==> src/rtl/exmem_stage.sv <==
// exmem_stage: EX/MEM pipeline register with NVZ flag register and a data-memory request FSM.
module exmem_stage #(
   parameter int DW     = 16,
   parameter int NFLAGS = 3
) (
   input  logic              clk,
   input  logic              rst,
   input  logic              write,
   input  logic              flush,
   input  logic              ex_valid,
   input  logic [DW-1:0]     ex_inst,
   input  logic [DW-1:0]     ex_pc,
   input  logic [DW-1:0]     ex_alu,
   input  logic [DW-1:0]     ex_store,
   input  logic              ex_is_load,
   input  logic              ex_is_store,
   input  logic [NFLAGS-1:0] ex_nvz,
   input  logic [NFLAGS-1:0] ex_nvz_we,
   input  logic              mem_ready,
   output logic [DW-1:0]     inst_pl,
   output logic [DW-1:0]     pc_pl,
   output logic [DW-1:0]     alu_pl,
   output logic [DW-1:0]     store_pl,
   output logic              valid_pl,
   output logic              mem_rd,
   output logic              mem_wr,
   output logic [NFLAGS-1:0] nvz,
   output logic              stall_out
);
   typedef enum logic {IDLE, REQ} state_t;
   state_t state, state_nx;
   logic busy, capture, retire, op_ld, op_st;

   always_ff @(posedge clk)
      state <= !rst ? IDLE : state_nx;

   always_comb begin
      busy     = (state == REQ) & ~mem_ready;
      capture  = write & ~busy;
      retire   = capture & ex_valid & ~flush;
      state_nx = (busy | (retire & (ex_is_load | ex_is_store))) ? REQ : IDLE;
   end

   // request strobes come only from registered state, never from ex_* inputs
   assign mem_rd    = (state == REQ) & op_ld;
   assign mem_wr    = (state == REQ) & op_st;
   assign stall_out = busy;

   always_ff @(posedge clk) begin
      if (!rst) begin
         inst_pl  <= '0;
         pc_pl    <= '0;
         alu_pl   <= '0;
         store_pl <= '0;
         valid_pl <= 1'b0;
         op_ld    <= 1'b0;
         op_st    <= 1'b0;
         nvz      <= '0;
      end else begin
         if (capture) begin
            inst_pl  <= flush ? '0 : ex_inst;
            pc_pl    <= flush ? '0 : ex_pc;
            alu_pl   <= ex_alu;
            store_pl <= ex_store;
            valid_pl <= ex_valid & ~flush;
            op_ld    <= ex_is_load;
            op_st    <= ex_is_store;
         end
         if (retire)
            nvz <= (ex_nvz & ex_nvz_we) | (nvz & ~ex_nvz_we);
      end
   end
endmodule
==> config.mk <==
export PLATFORM = sky130hd
export DESIGN_NAME = exmem_stage
export DESIGN_NICKNAME = d
export VERILOG_FILES = /design/src/rtl/exmem_stage.sv
export SDC_FILE = /design/constraint.sdc
export NUM_CORES = 1
export LEC_CHECK = 0
export BUFFER_PORTS_ARGS = -buffer_cell sky130_fd_sc_hd__clkbuf_2
export CORE_UTILIZATION = 25
export DETAILED_ROUTE_END_ITERATION = 7
export GPL_TIMING_DRIVEN = 1
export HOLD_SLACK_MARGIN = 0.08
export MAX_ROUTING_LAYER = met4
export PLACE_DENSITY = 0.57
export SLEW_MARGIN = 20
export SYNTH_ARGS = -nofsm -noshare
export SYNTH_HDL_FRONTEND = slang
export SYNTH_SLANG_ARGS = --single-unit
==> constraint.sdc <==
create_clock -name clk -period 1.2 [get_ports clk]
set_input_delay 0.18 -clock clk [delete_from_list [all_inputs] [get_ports clk]]
set_output_delay 0.18 -clock clk [all_outputs]
set_load 0.1 [all_outputs]
==> results of run 1 <==
[cells in the mapped netlist]
library cell / number / share of area
a21oi_1: 49 / 0.080
buf_4: 4 / 0.0099
nand2b_1: 1 / 0.0021
clkbuf_1: 12 / 0.015
dfxtp_1: 71 / 0.47
and3b_1: 1 / 0.0029
nand2_1: 7 / 0.0086
inv_2: 2 / 0.0025
a21oi_2: 19 / 0.055
nand3_1: 37 / 0.061
and2_1: 2 / 0.0041
buf_2: 19 / 0.031
buf_12: 2 / 0.013
inv_6: 1 / 0.0029
o21ai_0: 47 / 0.077
o21ai_2: 19 / 0.055
nand4b_1: 32 / 0.092
o21ai_1: 2 / 0.0033
mux2i_1: 3 / 0.0099
buf_6: 1 / 0.0037
buf_8: 1 / 0.0049
[critical path, delay by kind of cell (launching register included)]
family | cells | cell delay (ns)
and+or+nand+nor | 1 | 0.14
DFF | 1 | 0.36
buffers and inverters | 2 | 0.26
[per-layer routing]
| layer | vias up | wire [um] | GRT usage |
|---|---|---|---|
| met5 | - | 0 | - |
| met4 | 0 | 178 | 0.0631 |
| met3 | 15 | 552 | 0.0502 |
| met2 | 118 | 5210 | 0.289 |
| met1 | 1510 | 4430 | 0.191 |
| li1 | 1555 | - | - |
[registers in the layout, indices dropped and copies added (netlist names), named ones only]
register / cells
alu_pl: 16
inst_pl: 16
op_ld: 1
op_st: 1
pc_pl: 16
state: 1
store_pl: 16
valid_pl: 1
[stage by stage]
step                area, um^2  std cells   util  setup TNS (ns)
detailed placement        5070        599  0.435          -0.581
global route              5850        647  0.501          -0.306
finish                    5850        647  0.501          -0.193
CTS                       5640        642  0.484           -1.32
global placement          5070        599  0.435         -0.0934
floorplan                 3130        332      -               0
[power by group]
group	switching (mW)	total, mW	internal, mW
combinational	1.15	1.87	0.722
clock	0.976	2.63	1.66
sequential	0.124	2.62	2.49
[timing repair]
item                                    CTS  global route
hold buffers                             24             0
pin swaps                                 2             8
hold endpoints to repair                 24             0
resized for setup                         6            62
gates cloned                              0             5
setup buffers                             3             0
endpoints found under the setup margin   35            70
[area by class of cell]
type | count | area (um^2)
timing repair buffer | 195 | 2410
tap | 143 | 179
inverter | 3 | 18.8
clock buffer | 12 | 246
multi-input combinational | 219 | 1440
sequential | 71 | 1510
clock inverter | 4 | 45.0
fill | 1031 | 5820
[cells by family (layout without fill, tap and decap cells)]
kind of cell           Yosys count  after routing  share of synthesized area
DFF                             71             71                      0.467
buffers and inverters           42            214                     0.0830
AOI/OAI and AO/OA              136            136                      0.270
muxes                            3              3                    0.00986
and+or+nand+nor                 80             80                      0.170
[worst paths after layout]
path                                                 end  slack, ns  cells past startpoint
worst max register to register  store_pl[9]$_SDFFE_PN0P_       0.04                      6
worst min register to register     pc_pl[4]$_SDFFE_PN0P_       0.47                      2
worst max-delay path                              mem_wr      -0.08                      3
worst min-delay path              alu_pl[5]$_SDFFE_PN0P_       0.09                      3
==> impl_metrics.tcl, run 1 <==
set metrics [dict create \
    grt-ovfl-total 0 \
    start_util 0.261 \
    grt_max_degree 46 \
    rsz0062_at_grt "true" \
    drc 0 \
    antenna_found_initial 0 \
    synth_nets 410 \
    cts.clk_slew.worst_paths_ns 0.06 \
    grt_pass1_vias 3319 \
    ios 149 \
    cp-start-kind "flop" \
    skew_ns 0.00858 \
    synth_cell_types 21 \
    p_leak_nw 2.28 \
    layout_common_cells "buf_12, clkbuf_2, dfxtp_2, a21oi_1, nand3_1" \
    ant_nets 0 \
    period_share 1.07 \
    dp_slack_ns -0.0636 \
    syn_area_per_cell_um2 9.18 \
    hold_violations 0 \
    yosysWarnings 0 \
    period_minus_slack_ns 1.28 \
    cp.required_ns 1.02 \
    crit_arrival_ns 1.10 \
    timing.final.ws_setup_ns -0.0804 \
    syn2layout_area_growth_pct 91.9 \
    cp_max_fo 2 \
    first_pass_iters 6 \
    crit_chain "buf_6 -> and2_4 -> buf_12" \
    wl_per_cell_um 16.0 \
    detail_route.vias_per_cell 4.94 \
    num_antenna_cells 0 \
    setup_violations 3 \
    cts_sinks 71 \
    drtIter0Drc 170 \
    synthCells 332 \
    ir_worst_vdd_v 0.000761 \
    yosys_register_bits 71 \
    critical_path_class "flop to primary output" \
    gp_congestion 0.739 \
    cpPeakStageDelay_ns 0.36 \
    dpl.hpwl_um 6660 \
    ctsLongestPathBuffers 2 \
    die_w_um 112 \
    cts_tree "done" \
    timing.rr.start "state$_SDFF_PN0_" \
    final_nets 577 \
    hold_ws_ns 0.0870 \
    cts-root-buf "clkbuf_16" \
    die_y_um 112 \
    h-tree-depth 3 \
    ys_seq_area_frac 0.467 \
    worst_slew_pin_slew_ns 0.361 \
    slew_headroom 0.759 \
    rows 39 \
    final_common_cell "buf_12" \
    power.total_mw 7.12 \
    die_area_um2 12600 \
    grt_first_pass_wirelength_um 16500 \
    port_buffers 148 \
    cp_slowest_cell "dfxtp_2" \
    hold_start "ex_alu[5]" \
    core_area_um2 11700 \
    power_density_nw_per_um2 1220 \
    slew_violations 0 \
    critPathCaptureType "primary output" \
    cp-startpoint "state$_SDFF_PN0_" \
    vias 3198 \
    wl_um 10400 \
    clk_latency_ns 0.33 \
    netlist_area_um2 3050 \
    cts_buffers 9 \
    hold_path.class "input port to flop" \
    max_freq_ghz 0.781 \
    violations "setup timing" \
    outcome "finished, violations left" \
    grt_usage 0.171 \
    drive_gt1_frac 0.621 \
    drv_cap 0 \
]
No activity file was read; power rests on OpenSTA's default activity.
==> inputs of run 2 (changes only) <==
- SETUP_SLACK_MARGIN: unset -> 0.02
==> run 2 against run 1 <==
  * Hold slack gained 0.0018 ns
  * Utilization increased by 0.39 points
  * Highest routed layer unchanged
  * Via count grew 0.75%
  * Cell area is 0.77% higher
  * Register-to-register slack got worse by 0.02 ns
  * First-iteration DRC count is 3.5% lower
  * Critical path type unchanged
  * The flow still finishes with violations (setup timing)
==> impl_metrics.tcl, run 2 (synthesized netlist as in run 1, its figures left out) <==
set metrics [dict create \
    cpPeakStageDelay_ns 0.36 \
    cts-root-buf "clkbuf_16" \
    dp.cells 599 \
    violations "setup timing" \
    final_cell_area_um2 5890 \
    drtIter0Drc 164 \
    critical_path_class "flop to primary output" \
    crit_arrival_ns 1.11 \
    layout_common_cells "buf_12, clkbuf_2, dfxtp_2, a21oi_1, o21ai_2" \
    cp.required_ns 1.02 \
    path_buf_inv 2 \
    crit_family "flip-flops" \
    ir_worst_vdd_v 0.000762 \
    p_switching_mw 2.27 \
    rows 39 \
    die_y_um 112 \
    period_minus_slack_ns 1.29 \
    tns_ns -0.216 \
    skew_ns 0.00864 \
    grt_pass1_vias 3313 \
    ant_nets 0 \
    ctsLongestPathBuffers 2 \
    drv_cap 0 \
    final_common_cell "buf_12" \
    timing.final.ws_setup_ns -0.0857 \
    wl_met3_um 574 \
    setup_violations 3 \
    clockPowerShare 0.369 \
    hold_violations 0 \
    ios 149 \
    wl_met2_um 5250 \
    rsz0062_at_grt "true" \
    p_int_mw 4.88 \
    final_core_util 0.505 \
    antenna_found_initial 0 \
    grt_first_pass_wirelength_um 16500 \
    drive_gt1_frac 0.643 \
    grt_max_degree 46 \
    dpl_cell_area_um2 5070 \
    switching_share 0.317 \
    slew_headroom 0.755 \
    slew_violations 0 \
    cts_sinks 71 \
    cts_tree "done" \
    cts_buffers 9 \
    worst_slew_pin_slew_ns 0.367 \
    hold_path.class "input port to flop" \
    maxUsedRoutingLayer "met4" \
    vias 3222 \
    start_util 0.261 \
    critPathCaptureType "primary output" \
    wl_um 10400 \
    first_pass_iters 4 \
    num_antenna_cells 0 \
    syn2layout_area_growth_pct 93.3 \
    final_nets 577 \
    gp_congestion 0.739 \
    clk_latency_ns 0.33 \
    cp-start-kind "flop" \
    core_area_um2 11700 \
    h-tree-depth 3 \
    max_freq_ghz 0.778 \
    power_frac_seq 0.367 \
    cts.clk_slew.worst_paths_ns 0.06 \
    final_cells 647 \
    power_density_nw_per_um2 1210 \
    port_buffers 148 \
    met1_length_um 4440 \
    period_share 1.07 \
    grt_usage 0.171 \
    wl_per_cell_um 16.1 \
    die_w_um 112 \
    detail_route.vias_per_cell 4.98 \
    outcome "finished, violations left" \
    cp_slowest_cell "dfxtp_2" \
    comb_power_share 0.263 \
    die_area_um2 12600 \
    dpl.hpwl_um 6660 \
    power.total_mw 7.14 \
    cp_max_fo 2 \
    crit_chain "buf_6 -> and2_4 -> buf_12" \
    grt-ovfl-total 0 \
    drc 0 \
    p_leak_nw 2.28 \
]
## run 2: area by class of cell
| type | count | area (um^2) |
|---|---|---|
| fill | 1035 | 5770 |
| inverter | 3 | 18.8 |
| clock buffer | 12 | 246 |
| sequential | 71 | 1510 |
| multi-input combinational | 219 | 1490 |
| tap | 143 | 179 |
| timing repair buffer | 195 | 2400 |
| clock inverter | 4 | 45.0 |
## run 2: final timing paths
check,startpoint,to,slack [ns],cells past startpoint
worst max-delay path,state$_SDFF_PN0_,mem_rd,-0.09,3
worst min-delay path,ex_alu[5],alu_pl[5]$_SDFFE_PN0P_,0.09,3
worst max register to register,state$_SDFF_PN0_,inst_pl[1]$_SDFFE_PN0P_,0.02,6
worst min register to register,pc_pl[4]$_SDFFE_PN0P_,pc_pl[4]$_SDFFE_PN0P_,0.47,2
## run 2: routing by layer
metal / GRT usage / up-vias
met5: - / -
met4: 0.0631 / 0
met3: 0.0502 / 15
met2: 0.288 / 122
met1: 0.191 / 1531
li1: - / 1554
## run 2: worst min-delay path: stages
cell,delay [ns]
clkbuf_2,0.08
nand3_1,0.06
a21oi_1,0.06
## run 2: stage by stage
stage               setup WS [ns]  hold WS, ns
floorplan                  0.0706        0.311
global placement          -0.0369        0.405
detailed placement        -0.0636        0.417
CTS                       -0.0795       0.0801
global route               -0.125       0.0902
finish                    -0.0857       0.0888
## run 2: repair_timing
action | 4_1_cts | 5_1_grt
gates resized for setup | 5 | 78
buffers inserted | 3 | 0
pin swaps | 2 | 15
hold endpoints to repair | 24 | 0
endpoints found under the setup margin | 37 | 71
cloned | 0 | 5
hold buffers | 24 | 0
## run 2: power by group through the flow
stage | combinational [mW] | clock (mW) | sequential [mW]
after floorplan | 0.329 | 0 | 3.37
final | 1.88 | 2.64 | 2.62
after global routing | 1.96 | 2.82 | 2.63
after global placement | 1.75 | 0 | 2.66
after detailed placement | 1.76 | 0 | 2.66
after CTS | 1.83 | 2.71 | 2.61
